===== config.mk =====
export PLATFORM = sky130hd
export DESIGN_NAME = irq_timer
export DESIGN_NICKNAME = d
export VERILOG_FILES = /design/src/rtl/timer_pkg.sv /design/src/rtl/irq_timer.sv
export SDC_FILE = /design/constraint.sdc
export NUM_CORES = 1
export LEC_CHECK = 0
export CAP_MARGIN = 20
export CELL_PAD_IN_SITES_DETAIL_PLACEMENT = 1
export CELL_PAD_IN_SITES_GLOBAL_PLACEMENT = 2
export CORE_MARGIN = 3
export CORE_UTILIZATION = 36
export CTS_BUF_LIST = sky130_fd_sc_hd__clkbuf_4
export DETAILED_ROUTE_END_ITERATION = 8
export HOLD_SLACK_MARGIN = 0.03
export PLACE_DENSITY_LB_ADDON = 0.05
export SLEW_MARGIN = 10
export SYNTH_ARGS = -nofsm -noshare
export SYNTH_HDL_FRONTEND = slang
export SYNTH_SLANG_ARGS = --single-unit
export TNS_END_PERCENT = 20

===== constraint.sdc =====
create_clock -name clk -period 3.61 [get_ports clk]
set_input_delay 0.5415 -clock clk [delete_from_list [all_inputs] [get_ports clk]]
set_output_delay 0.5415 -clock clk [all_outputs]
set_load 0.05 [all_outputs]

===== src/rtl/timer_pkg.sv =====
// ---------------------------------------------------------------------------
// timer_pkg
// Purpose : shared definitions for the irq_timer block: FSM state encoding,
//           register word offsets, CTRL field positions and MODE codes.
// Ports   : none (package).
// ---------------------------------------------------------------------------
package timer_pkg;

  typedef enum logic [1:0] {
    ST_IDLE = 2'd0,
    ST_LOAD = 2'd1,
    ST_CNT  = 2'd2,
    ST_INT  = 2'd3
  } state_e;

  // Register word offsets (byte offset bits [3:2])
  localparam logic [1:0] ADDR_CTRL   = 2'd0;
  localparam logic [1:0] ADDR_PRESET = 2'd1;
  localparam logic [1:0] ADDR_COUNT  = 2'd2;
  localparam logic [1:0] ADDR_UNMAP  = 2'd3;

  // CTRL bit positions
  localparam int CTRL_EN_BIT   = 0;
  localparam int CTRL_MODE_LSB = 1;
  localparam int CTRL_IM_BIT   = 3;

  // MODE codes; the reserved codes 1x behave as one-shot
  localparam logic [1:0] MODE_ONESHOT = 2'b00;
  localparam logic [1:0] MODE_RELOAD  = 2'b01;

  // Only the exact auto-reload code reloads; everything else is one-shot.
  function automatic logic is_reload(input logic [1:0] mode);
    return (mode == MODE_RELOAD);
  endfunction

endpackage


===== src/rtl/irq_timer.sv =====
// ---------------------------------------------------------------------------
// irq_timer
// Purpose : memory-mapped down-counter that raises a level interrupt when the
//           count, loaded from PRESET, has run down to zero. Supports one-shot
//           and auto-reload operation.
// Ports   :
//   clk    in   1   clock, all state updates on the rising edge
//   reset  in   1   asynchronous active-low reset
//   addr   in   2   word select: 0 CTRL, 1 PRESET, 2 COUNT (RO), 3 unmapped
//   we     in   1   write strobe, sampled on the rising edge
//   wdata  in  32   write data
//   rdata  out 32   combinational read of the selected register
//   irq    out  1   level interrupt = PEND & IM (flop output)
// ---------------------------------------------------------------------------
module irq_timer
  import timer_pkg::*;
#(
  parameter int CNT_W = 32
) (
  input  logic        clk,
  input  logic        reset,
  input  logic [1:0]  addr,
  input  logic        we,
  input  logic [31:0] wdata,
  output logic [31:0] rdata,
  output logic        irq
);

  state_e             r_state;
  state_e             w_state_nxt;
  logic               r_en;
  logic [1:0]         r_mode;
  logic               r_im;
  logic               r_pend;
  logic               r_irq;
  logic [CNT_W-1:0]   r_preset;
  logic [CNT_W-1:0]   r_count;

  logic               w_wr_ctrl;
  logic               w_wr_preset;
  logic               w_load;
  logic               w_dec;
  logic               w_pend_set;
  logic               w_en_clr;
  logic               w_en_nxt;
  logic [1:0]         w_mode_nxt;
  logic               w_im_nxt;
  logic               w_pend_nxt;
  logic               w_irq_nxt;

  assign w_wr_ctrl   = we && (addr == ADDR_CTRL);
  assign w_wr_preset = we && (addr == ADDR_PRESET);

  // FSM state register
  always_ff @(posedge clk or negedge reset) begin
    if (!reset) begin
      r_state <= ST_IDLE;
    end else begin
      r_state <= w_state_nxt;
    end
  end

  // FSM next-state and datapath control strobes
  always_comb begin
    w_state_nxt = r_state;
    w_load      = 1'b0;
    w_dec       = 1'b0;
    w_pend_set  = 1'b0;
    w_en_clr    = 1'b0;
    case (r_state)
      ST_IDLE: begin
        if (r_en) begin
          w_state_nxt = ST_LOAD;
        end else begin
          w_state_nxt = ST_IDLE;
        end
      end
      ST_LOAD: begin
        w_load      = 1'b1;
        w_state_nxt = ST_CNT;
      end
      ST_CNT: begin
        // Disabling freezes COUNT; the zero test keeps COUNT from wrapping.
        if (!r_en) begin
          w_state_nxt = ST_IDLE;
        end else if (r_count == '0) begin
          w_state_nxt = ST_INT;
          w_pend_set  = 1'b1;
        end else begin
          w_dec       = 1'b1;
          w_state_nxt = ST_CNT;
        end
      end
      ST_INT: begin
        if (is_reload(r_mode)) begin
          w_state_nxt = ST_LOAD;
        end else begin
          w_en_clr    = 1'b1;
          w_state_nxt = ST_IDLE;
        end
      end
      default: begin
        w_state_nxt = ST_IDLE;
      end
    endcase
  end

  // Next values of CTRL, PEND and irq; a CTRL write beats the one-shot EN
  // clear, and a PEND set beats the write-triggered clear.
  always_comb begin
    w_en_nxt   = r_en;
    w_mode_nxt = r_mode;
    w_im_nxt   = r_im;
    w_pend_nxt = r_pend;
    if (w_wr_ctrl) begin
      w_en_nxt   = wdata[CTRL_EN_BIT];
      w_mode_nxt = wdata[CTRL_MODE_LSB +: 2];
      w_im_nxt   = wdata[CTRL_IM_BIT];
    end else if (w_en_clr) begin
      w_en_nxt = 1'b0;
    end else begin
      w_en_nxt = r_en;
    end
    if (w_pend_set) begin
      w_pend_nxt = 1'b1;
    end else if (w_wr_ctrl || w_wr_preset) begin
      w_pend_nxt = 1'b0;
    end else begin
      w_pend_nxt = r_pend;
    end
    // irq is flopped from the next PEND/IM so it always equals PEND & IM
    // while having no combinational path from the bus inputs.
    w_irq_nxt = w_pend_nxt & w_im_nxt;
  end

  // CTRL, PEND and irq registers
  always_ff @(posedge clk or negedge reset) begin
    if (!reset) begin
      r_en   <= 1'b0;
      r_mode <= MODE_ONESHOT;
      r_im   <= 1'b0;
      r_pend <= 1'b0;
      r_irq  <= 1'b0;
    end else begin
      r_en   <= w_en_nxt;
      r_mode <= w_mode_nxt;
      r_im   <= w_im_nxt;
      r_pend <= w_pend_nxt;
      r_irq  <= w_irq_nxt;
    end
  end

  // PRESET register; COUNT only picks it up in LOAD
  always_ff @(posedge clk or negedge reset) begin
    if (!reset) begin
      r_preset <= '0;
    end else if (w_wr_preset) begin
      r_preset <= CNT_W'(wdata);
    end
  end

  // COUNT register: load, decrement, or hold
  always_ff @(posedge clk or negedge reset) begin
    if (!reset) begin
      r_count <= '0;
    end else if (w_load) begin
      r_count <= r_preset;
    end else if (w_dec) begin
      r_count <= r_count - {{(CNT_W-1){1'b0}}, 1'b1};
    end
  end

  // Read mux
  always_comb begin
    rdata = 32'd0;
    case (addr)
      ADDR_CTRL:   rdata = {28'd0, r_im, r_mode, r_en};
      ADDR_PRESET: rdata = 32'(r_preset);
      ADDR_COUNT:  rdata = 32'(r_count);
      ADDR_UNMAP:  rdata = 32'd0;
      default:     rdata = 32'd0;
    endcase
  end

  assign irq = r_irq;

endmodule


==> key figures, run 1 <==
Status
  – Run status: complete, no violations

Setup path
  – Crit path largest cell delay: about 0.68 ns
  – CP Buf/Inv Count: 0
  – Reg2reg path depth: 5
  – CP required: approximately 4 ns
  – Crit path kind: reg -> reg
  – Crit-path cells: or4_1, nor3_4, a31o_2, nor2_1, a2111oi_2
  – Critical Path Slowest Stage Cell: or4_1
  – Startpoint Class: flop
  – Critical path depth in cells: 5
  – CP Max Fanout: 27
  – Endpoint class of the critical path: flop
  – Top cell family by delay on the critical path: simple AND/OR/NAND/NOR gates
  – Worst EP arrival: 3.03 ns

Synth
  – Post-Syn Nets: approximately 420
  – Ys flop type: dfrtp_1
  – Yosys top cell by area: dfrtp_1
  – #FFs+latches synth: 72
  – Post-synthesis instance area: a little under 4000 µm²
  – Asr flop ratio synth: 100%
  – Synthesized netlist cell count: between 300 and 400
  – Area contributors post-synth: dfrtp_1 46%, mux2_2 10%, a22o_1 6.2%
  – Synth warn: 0
  – Avg Inst Size Synth: around 10 µm²
  – Post-synth EDFFs: 0
  – Post-synth top area share: 45.8%
  – Unique cell type count in the Yosys netlist: 55
  – Sequential share of the synthesized area: a little under half

Timing
  – RSZ-0062 raised after global routing: no
  – Slew headroom: about a third
  – WHS: ~0.11 ns
  – Hold Vio Cnt, Final: 0
  – Period utilization: 75.2%
  – Total negative slack: 0 ns
  – Max-slew violations: 0
  – Measured slew at the worst slew-check pin: 1.02 ns
  – Max Clk Rate: roughly 0.37 GHz
  – Post-Route Skew: roughly 0.018 ns
  – Final-report setup violation count: 0
  – Fin crit period: about 2.7 ns

Min path
  – HP Class: in -> async

Global route
  – First-pass GRT wire length: around 19 mm
  – Vias in the first global route: 3,535
  – Initial antenna violation count: 0
  – GR Overflow Total: 0
  – Largest net degree at the start of global routing: 28
  – Total Routing Usage GR: a little under a fifth

Drt
  – Detailed Route Iter0 Violations: 58
  – Detail Route Antenna Nets: 0
  – Total number of vias: around 3,300
  – DRC viols: 0
  – Final wirelength: between 10 and 15 mm
  – Drt first pass iters: 4
  – Vias/cell: between 5 and 6
  – Drt wl/cell: roughly 19 µm

Floorplanning
  – Num rows: 37
  – Die area: 12,200 µm²
  – Initial Utilization: a little under two fifths
  – Die Y: 111 µm
  – Core box area: between 10,000 and 15,000 µm²
  – Chip Width: between 100 and 150 µm
  – # IOs: 70

Pwr
  – Clock Power Share: between 10% and 20%
  – Internal power: about 1.9 mW
  – Power Density: 675 nW/µm²
  – Combinational power share: between 30% and 40%
  – Switching power: ~1.4 mW
  – Leak: 2.05 nW
  – Sequential fraction of design power: a little over two fifths
  – Switching share of power: about two fifths
  – VDD IR-drop max: 0.299 mV

CTS
  – CTS clk-pin slew, worst paths: around 0.11 ns
  – CTS Buf Count: 9
  – CTS Hold Bufs: 0
  – Max Buffers Root-to-Sink: 2
  – Postcts setup bufs: 0
  – Root cell of the clock tree: clkbuf_4
  – CTS Sinks: 72
  – Clock Latency Late Sink: 0.42 ns
  – H-tree levels: 3
  – CTS tree: done
  – Post-CTS sizing: 0

Placement
  – IO Port Bufs: 69
  – Gpl congestion: 0.792
  – DP HPWL: slightly below 8 mm

Cells and area
  – Number of fill cells: 1,186
  – Antenna diodes: 0
  – P&R area growth vs syn: 23.9%
  – Share of cells above drive strength 1: a little over a quarter
  – Final #Nets: 483

Run
  – Max_cap viols: 0
flip-flops by register name, indices dropped and copies added (netlist names):
signal and cells:
r_count 32, irq 1, r_preset 32, r_mode 2, r_im 1, r_en 1
r_pend 1, r_state 2
layout make-up:
| type | count | area (µm²) | area share, % |
|---|---|---|---|
| clock inverters | 4 | 68.8 | 1.41 |
| repair buffers | 81 | 721 | 14.8 |
| well taps | 136 | 170 | 3.49 |
| inverters | 4 | 15.0 | 0.308 |
| flip-flops and latches | 72 | 1800 | 37.0 |
| multi-input cells | 276 | 2000 | 41.2 |
| clock buffers | 12 | 90.1 | 1.85 |
Yosys cell counts, types with 3 or more instances:
cell	count
and3_1	3
or3_2	3
and2_1	3
nor2b_1	5
o211ai_1	4
nand2b_1	3
buf_1	5
dfrtp_1	72
a22o_1	28
nand3_1	15
or2_2	5
mux2i_1	4
o211a_1	3
nor4_1	5
inv_1	4
or3_1	8
a21oi_1	4
o311ai_0	5
a31oi_1	12
o31ai_1	4
nand2_1	23
mux2_2	36
a211o_1	4
nor2_1	24
nor3_1	21
clkbuf_1	18
o21ai_0	12
or4_1	11
power by group through the flow:
stage               clock network, mW  registers (mW)  logic [mW]
CTS                             0.614            1.41        1.33
global placement                    0            1.40        1.30
finish                          0.581            1.41        1.30
floorplan                           0            1.30       0.996
detailed placement                  0            1.42        1.32
global route                    0.651            1.46        1.45
per-stage QoR:
step	setup WS (ns)	total power [mW]	std cells	utilization [%]	area [µm²]
5_1_grt	0.634	3.56	585	46.6	4870
3_3_place_gp	0.884	2.71	569	45.0	4710
4_1_cts	0.852	3.35	585	46.6	4870
2_1_floorplan	1.05	2.30	379	-	3930
3_5_place_dp	0.871	2.74	569	45.0	4710
6_report	0.896	3.29	585	46.6	4870
kinds of logic after synthesis:
kind of cell,count (synthesis),synth area share (%)
and+or+nand+nor,142,20.4
AOI/OAI and AO/OA,92,18.5
buffers and inverters,31,3.31
adders and majority gates,2,0.636
muxes,40,11.3
DFF,72,45.8
per-layer routing:
layer / global-route usage (%) / routed length [µm] / vias up
met5: 0 / 0 / -
met4: 5.17 / 123 / 0
met3: 3.89 / 330 / 10
met2: 32.6 / 5480 / 56
met1: 23.7 / 5000 / 1683
li1: - / - / 1584
worst paths after layout:
check | from | endpoint | slack [ns]
max | r_count[15] | r_count[15] | 0.90
min | reset | r_count[31] | 0.11
max reg2reg | r_count[15] | r_count[15] | 0.90
min reg2reg | r_preset[16] | r_count[16] | 0.52
max in group asynchronous | reset | r_count[10] | 2.71
min in group clk | r_preset[16] | r_count[16] | 0.52
layout by cell type, fill, tap and decap left out, drive strengths merged, types with 2 or more instances in the layout:
cell type,instances
or4,14
o211a,3
nor3,23
dfrtp,72
clkinv,2
nor4,6
o221a,2
a211o,4
nor2b,5
and2,3
nor2,24
a21o,2
a22o,29
clkbuf,12
o21ai,13
clkdlybuf4s50,36
o31ai,4
a21oi,4
a311oi,2
nand2,23
nand4b,2
o311ai,5
mux2,36
nand2b,3
ha,2
buf,45
or2,5
and3,3
inv,4
or3,11
bufinv,2
a31oi,12
nand3,15
mux2i,4
nand3b,2
o211ai,4
Note: power is estimated with default switching activity, not from simulation.
==> inputs of run 2 (changes only) <==
- CORE_UTILIZATION: 36 -> 31
- clock period: 3.61 -> 2.2 ns (I/O delays scaled with it)
==> run 2 against run 1 <==
The run now ends with setup timing left. Clock-buffer cell count fell by 2. Utilization rose by 2.0 points. Sequential share of layout area fell by 6.6 points. Critical path depth did not move. Via count rose by 6.9%. Final area rose by 22%. First-iteration DRC count rose by 62%. Critical path type unchanged. Highest routed layer unchanged.
==> key figures, run 2 (synthesis gave the netlist of run 1 again) <==
Drt
  – Drt wl/cell: approximately 18 µm
  – Detailed Route Iter0 Violations: 94
  – Detail Route Antenna Nets: 0
  – Drt first pass iters: 4
  – Total number of vias: roughly 3,600
  – DRC viols: 0
  – WL met1: ~5.6 mm
  – Final wirelength: 12.4 mm
  – DR top layer: met4
  – Vias/cell: between 5 and 6
  – Metal2 WL: 6.17 mm
  – WL met3: between 400 and 500 µm

Pwr
  – VDD IR-drop max: around 0.5 mV
  – Total Power: slightly below 7 mW
  – Leak: 2.50 nW
  – Power Density: 1130 nW/µm²

Run
  – Max_cap viols: 0

Setup path
  – Reg2reg path depth: 5
  – Worst EP arrival: 2.60 ns
  – Endpoint class of the critical path: flop
  – R2R Path Start: r_count[13]
  – Reg2Reg Setup Slack: -0.02 ns
  – Crit path kind: reg -> reg
  – Endpoint of the worst-slack reg-to-reg timing path: r_count[31]
  – Startpoint Class: flop
  – CP required: between 2 and 3 ns
  – CP Max Fanout: 5

Global route
  – GR Overflow Total: 0
  – Vias in the first global route: roughly 3,800
  – First-pass GRT wire length: 20.8 mm
  – Largest net degree at the start of global routing: 73
  – Initial antenna violation count: 0
  – Total Routing Usage GR: between 10% and 20%

CTS
  – CTS clk-pin slew, worst paths: between 0.1 and 0.15 ns
  – H-tree levels: 3
  – CTS Buf Count: 9
  – Clock Latency Late Sink: ~0.46 ns
  – CTS Sinks: between 70 and 80
  – CTS tree: done
  – Max Buffers Root-to-Sink: 2
  – Root cell of the clock tree: clkbuf_4

Floorplanning
  – Die area: ~14,000 µm²
  – Die Y: between 100 and 150 µm
  – Core box area: roughly 12,000 µm²
  – # IOs: 70
  – Initial Utilization: about a third
  – Num rows: 40
  – Chip Width: 119 µm

Placement
  – IO Port Bufs: 69
  – Gpl congestion: approximately 0.86
  – Cell Count Post-Placement: roughly 650
  – DP HPWL: 8.99 mm

Timing
  – RSZ-0062 raised after global routing: yes
  – Final-report setup violation count: 3
  – Period utilization: 101%
  – Max Clk Rate: ~0.45 GHz
  – Hold Vio Cnt, Final: 0
  – Post-Route Skew: between 0.015 and 0.02 ns
  – Slew headroom: between 60% and 70%
  – Total negative slack: -0.0517 ns
  – Max-slew violations: 0
  – WHS: a little over 0.4 ns
  – Final worst setup slack: -0.0201 ns
  – Measured slew at the worst slew-check pin: approximately 0.50 ns
  – Fin crit period: roughly 2.2 ns

Cells and area
  – Layout Cells excl Fill: just under 700
  – Final Util: roughly half
  – Antenna diodes: 0
  – Number of fill cells: about 1,300
  – P&R area growth vs syn: 50.9%
  – Highest-count cells in the layout ignoring fill and taps: 72 x dfrtp_1, 62 x buf_4, 36 x mux2_2, 36 x clkdlybuf4s50_1, 36 x buf_12
  – Final #Nets: 540
  – Biggest regs: r_count: 32 flops, r_preset: 32 flops
  – Most common cell after layout, fill and taps aside: dfrtp_1
  – Share of cells above drive strength 1: 37.2%

Status
  – Failing checks: setup timing
  – Run status: finished with violations

Min path
  – HP Class: in -> async
run 2: cell types whose count changed in the layout (fill, tap and decap cells not counted), moves of 3 or more:
cell	delta
buf_12	+34
buf_4	+20
bufinv_16	+3
nor4_1	-3
run 2: metrics by stage:
stage / worst slack, ns / area [µm²]
2_1_floorplan: -0.0412 / 3950
3_3_place_gp: 0.0251 / 5540
3_5_place_dp: -0.0679 / 5540
4_1_cts: -0.0430 / 5820
5_1_grt: -0.118 / 5930
6_report: -0.0201 / 5930
run 2: what timing repair did:
action,4_1_cts,5_1_grt
setup buffers,1,7
endpoints found under the hold margin,72,0
pin swaps,3,9
setup endpoints to repair,9,24
resized for setup,8,10
hold buffers,1,0
run 2: worst max path at each step:
stage	start	to	slack, ns	depth (start not counted)
2_1_floorplan	r_count[0]	r_count[30]	-0.04	8
3_3_place_gp	r_count[17]	r_count[28]	0.03	5
3_5_place_dp	r_count[17]	r_count[30]	-0.07	5
4_1_cts	r_count[0]	r_count[5]	-0.04	8
5_1_grt	r_count[0]	r_count[5]	-0.12	8
6_report	r_count[13]	r_count[31]	-0.02	5
run 2: cell type report:
class / count / area (µm²) / share of cell area, %
tap: 168 / 210 / 3.54
clock inverter: 6 / 155 / 2.61
timing repair buffer: 138 / 1580 / 26.7
clock buffer: 10 / 75.1 / 1.27
sequential: 72 / 1800 / 30.4
multi-input combinational: 276 / 2090 / 35.3
inverter: 4 / 15.0 / 0.253
run 2: per-layer routing:
metal / track usage [%] / vias to the layer above
met2: 30.8 / 60
li1: - / 1699
met3: 5.17 / 8
met4: 4.13 / 0
met1: 24.1 / 1796
met5: 0 / -
run 2: worst max-delay path, cell delays in order, from the launching register on:
cell       delay (ns)
dfrtp_1          0.41
or4_4            0.59
nor4_4           0.37
o2111ai_4        0.20
or4_1            0.42
a31oi_1          0.17
run 2: where the power goes:
part | internal (mW) | total (mW) | switching, mW
clock | 0.815 | 1.32 | 0.502
sequential | 1.75 | 2.13 | 0.378
combinational | 1.60 | 3.28 | 1.69
total | 4.17 | 6.73 | 2.57
==> inputs of run 3 (changes only) <==
- CORE_UTILIZATION: 31 -> 30
- CTS_BUF_LIST: sky130_fd_sc_hd__clkbuf_4 -> sky130_fd_sc_hd__clkbuf_16
==> run 3 against run 2 <==
The run now ends clean. Via count is 0.14% higher. Largest cell class unchanged. Maximum frequency up 1.2%. Highest routed layer unchanged. Worst hold slack gained 0.085 ns. Wire length fell by 0.57%. Register-to-register slack improved by 0.03 ns. Non-clock buffer count is 1 lower. Setup slack gained 0.026 ns. Final area is 1.4% higher. Global-route usage is 0.74 points lower. Utilization decreased by 1.3 points. Clock skew is 0.014 ns lower. Final cell count grew 0.30%.
==> key figures, run 3 (synthesis gave the netlist of run 1 again) <==
Drt
  – Drt first pass iters: 4
  – DRC viols: 0
  – Vias/cell: ~5.3
  – Final wirelength: around 12 mm
  – Drt wl/cell: ~18 µm
  – Detailed Route Iter0 Violations: about 150
  – Detail Route Antenna Nets: 0
  – Total number of vias: between 3,000 and 4,000

Timing
  – Measured slew at the worst slew-check pin: just under 0.5 ns
  – Fin crit period: about 2.2 ns
  – RSZ-0062 raised after global routing: yes
  – Hold Vio Cnt, Final: 0
  – Max Clk Rate: between 0.4 and 0.5 GHz
  – Post-Route Skew: ~0.0060 ns
  – Final worst setup slack: 0.00556 ns
  – Period utilization: between 90% and 100%
  – Final-report setup violation count: 0
  – Max-slew violations: 0
  – Slew headroom: 67.4%
  – Total negative slack: 0 ns

Global route
  – GR Overflow Total: 0
  – Initial antenna violation count: 0
  – Largest net degree at the start of global routing: 40
  – First-pass GRT wire length: approximately 20 mm
  – Vias in the first global route: approximately 3,900
  – Total Routing Usage GR: roughly 18%

Setup path
  – CP Max Fanout: 5
  – Worst EP arrival: approximately 2.5 ns
  – CP required: ~2.5 ns
  – Reg2Reg Setup Slack: around 0.0056 ns
  – Crit path kind: reg -> reg
  – Endpoint class of the critical path: flop
  – Startpoint Class: flop

Cells and area
  – Highest-count cells in the layout ignoring fill and taps: 72 x dfrtp_1, 56 x buf_4, 36 x mux2_2, 36 x clkdlybuf4s50_1, 36 x buf_12
  – Final #Nets: 539
  – Share of cells above drive strength 1: between 30% and 40%
  – Antenna diodes: 0
  – Biggest regs: r_count: 32 flops, r_preset: 32 flops
  – Number of fill cells: about 1,400
  – P&R area growth vs syn: 53.1%
  – Multi-input logic area: roughly 2100 µm²
  – Final cell area excluding filler cells: ~6000 µm²
  – Reg area: 1800 µm²
  – Most common cell after layout, fill and taps aside: dfrtp_1
  – Final Util: between 40% and 50%

Floorplanning
  – Die Y: 120 µm
  – # IOs: 70
  – Num rows: a little over 40
  – Chip Width: 120 µm
  – Core box area: 12,700 µm²
  – Die area: approximately 15,000 µm²
  – Initial Utilization: slightly above 30%

CTS
  – CTS tree: done
  – Root cell of the clock tree: clkbuf_16
  – H-tree levels: 3
  – Max Buffers Root-to-Sink: 2
  – CTS Sinks: 72
  – CTS clk-pin slew, worst paths: roughly 0.06 ns
  – CTS Buf Count: 9
  – Clock Latency Late Sink: around 0.34 ns

Placement
  – Gpl congestion: between 0.7 and 0.8
  – DP HPWL: ~8.9 mm
  – IO Port Bufs: between 60 and 70
  – Placed Area: 5560 µm²
  – Dpl ws: -0.0406 ns

Min path
  – HP Class: in -> async

Status
  – Run status: complete, no violations

Pwr
  – Total Power: approximately 6.7 mW
  – VDD IR-drop max: around 0.5 mV
  – Leak: ~2.5 nW
  – Power Density: about 1100 nW/µm²

Run
  – Max_cap viols: 0
==> run 3: layer usage <==
layer	wire [µm]	share of wire, %	vias to the layer above	global-route usage [%]
li1	-	-	1694	-
met1	5760	47	1801	23.4
met2	6040	49	64	29.7
met3	441	3.6	9	4.49
met4	116	0.94	0	4.04
met5	0	0	-	0
==> run 3: critical path, cell delays in order (launching register included) <==
cell	delay [ns]
dfrtp_1	0.38
or4_4	0.57
nor4_4	0.36
o2111ai_4	0.19
or4_1	0.42
a31oi_1	0.18
==> run 3: path summary, 6_finish.rpt <==
| path | from | endpoint | cells after the start |
|---|---|---|---|
| max | r_count[13] | r_count[31] | 5 |
| min | reset | r_preset[30] | 2 |
| max reg2reg | r_count[13] | r_count[31] | 5 |
| min reg2reg | r_pend | r_pend | 1 |
| max in group asynchronous | reset | r_preset[16] | 3 |
| min in group clk | r_pend | r_pend | 1 |
==> run 3: report_power, final <==
part           total (mW)  switching, mW  internal [mW]
clock                1.27          0.534          0.732
combinational        3.26           1.67           1.59
sequential           2.13          0.370           1.76
total                6.65           2.57           4.08
==> run 3: repair_timing <==
item,in CTS,in global routing
hold buffers,1,0
resized for setup,3,33
setup buffers,2,4
pin swaps,1,13
setup endpoints to repair,7,29
hold endpoints to repair,33,0
==> run 3: per-stage QoR <==
step | instances | hold WS [ns]
2_1_floorplan | 379 | 0.0344
3_3_place_gp | 654 | 0.326
3_5_place_dp | 654 | 0.320
4_1_cts | 672 | 0.498
5_1_grt | 676 | 0.526
6_report | 676 | 0.493
==> run 3: cell type report <==
class                      instances  area share (%)
clock buffer                       9            3.74
clock inverter                     6           0.374
inverter                           4           0.250
multi-input combinational        276            35.4
sequential                        72            29.9
tap                              172            3.58
timing repair buffer             137            26.7
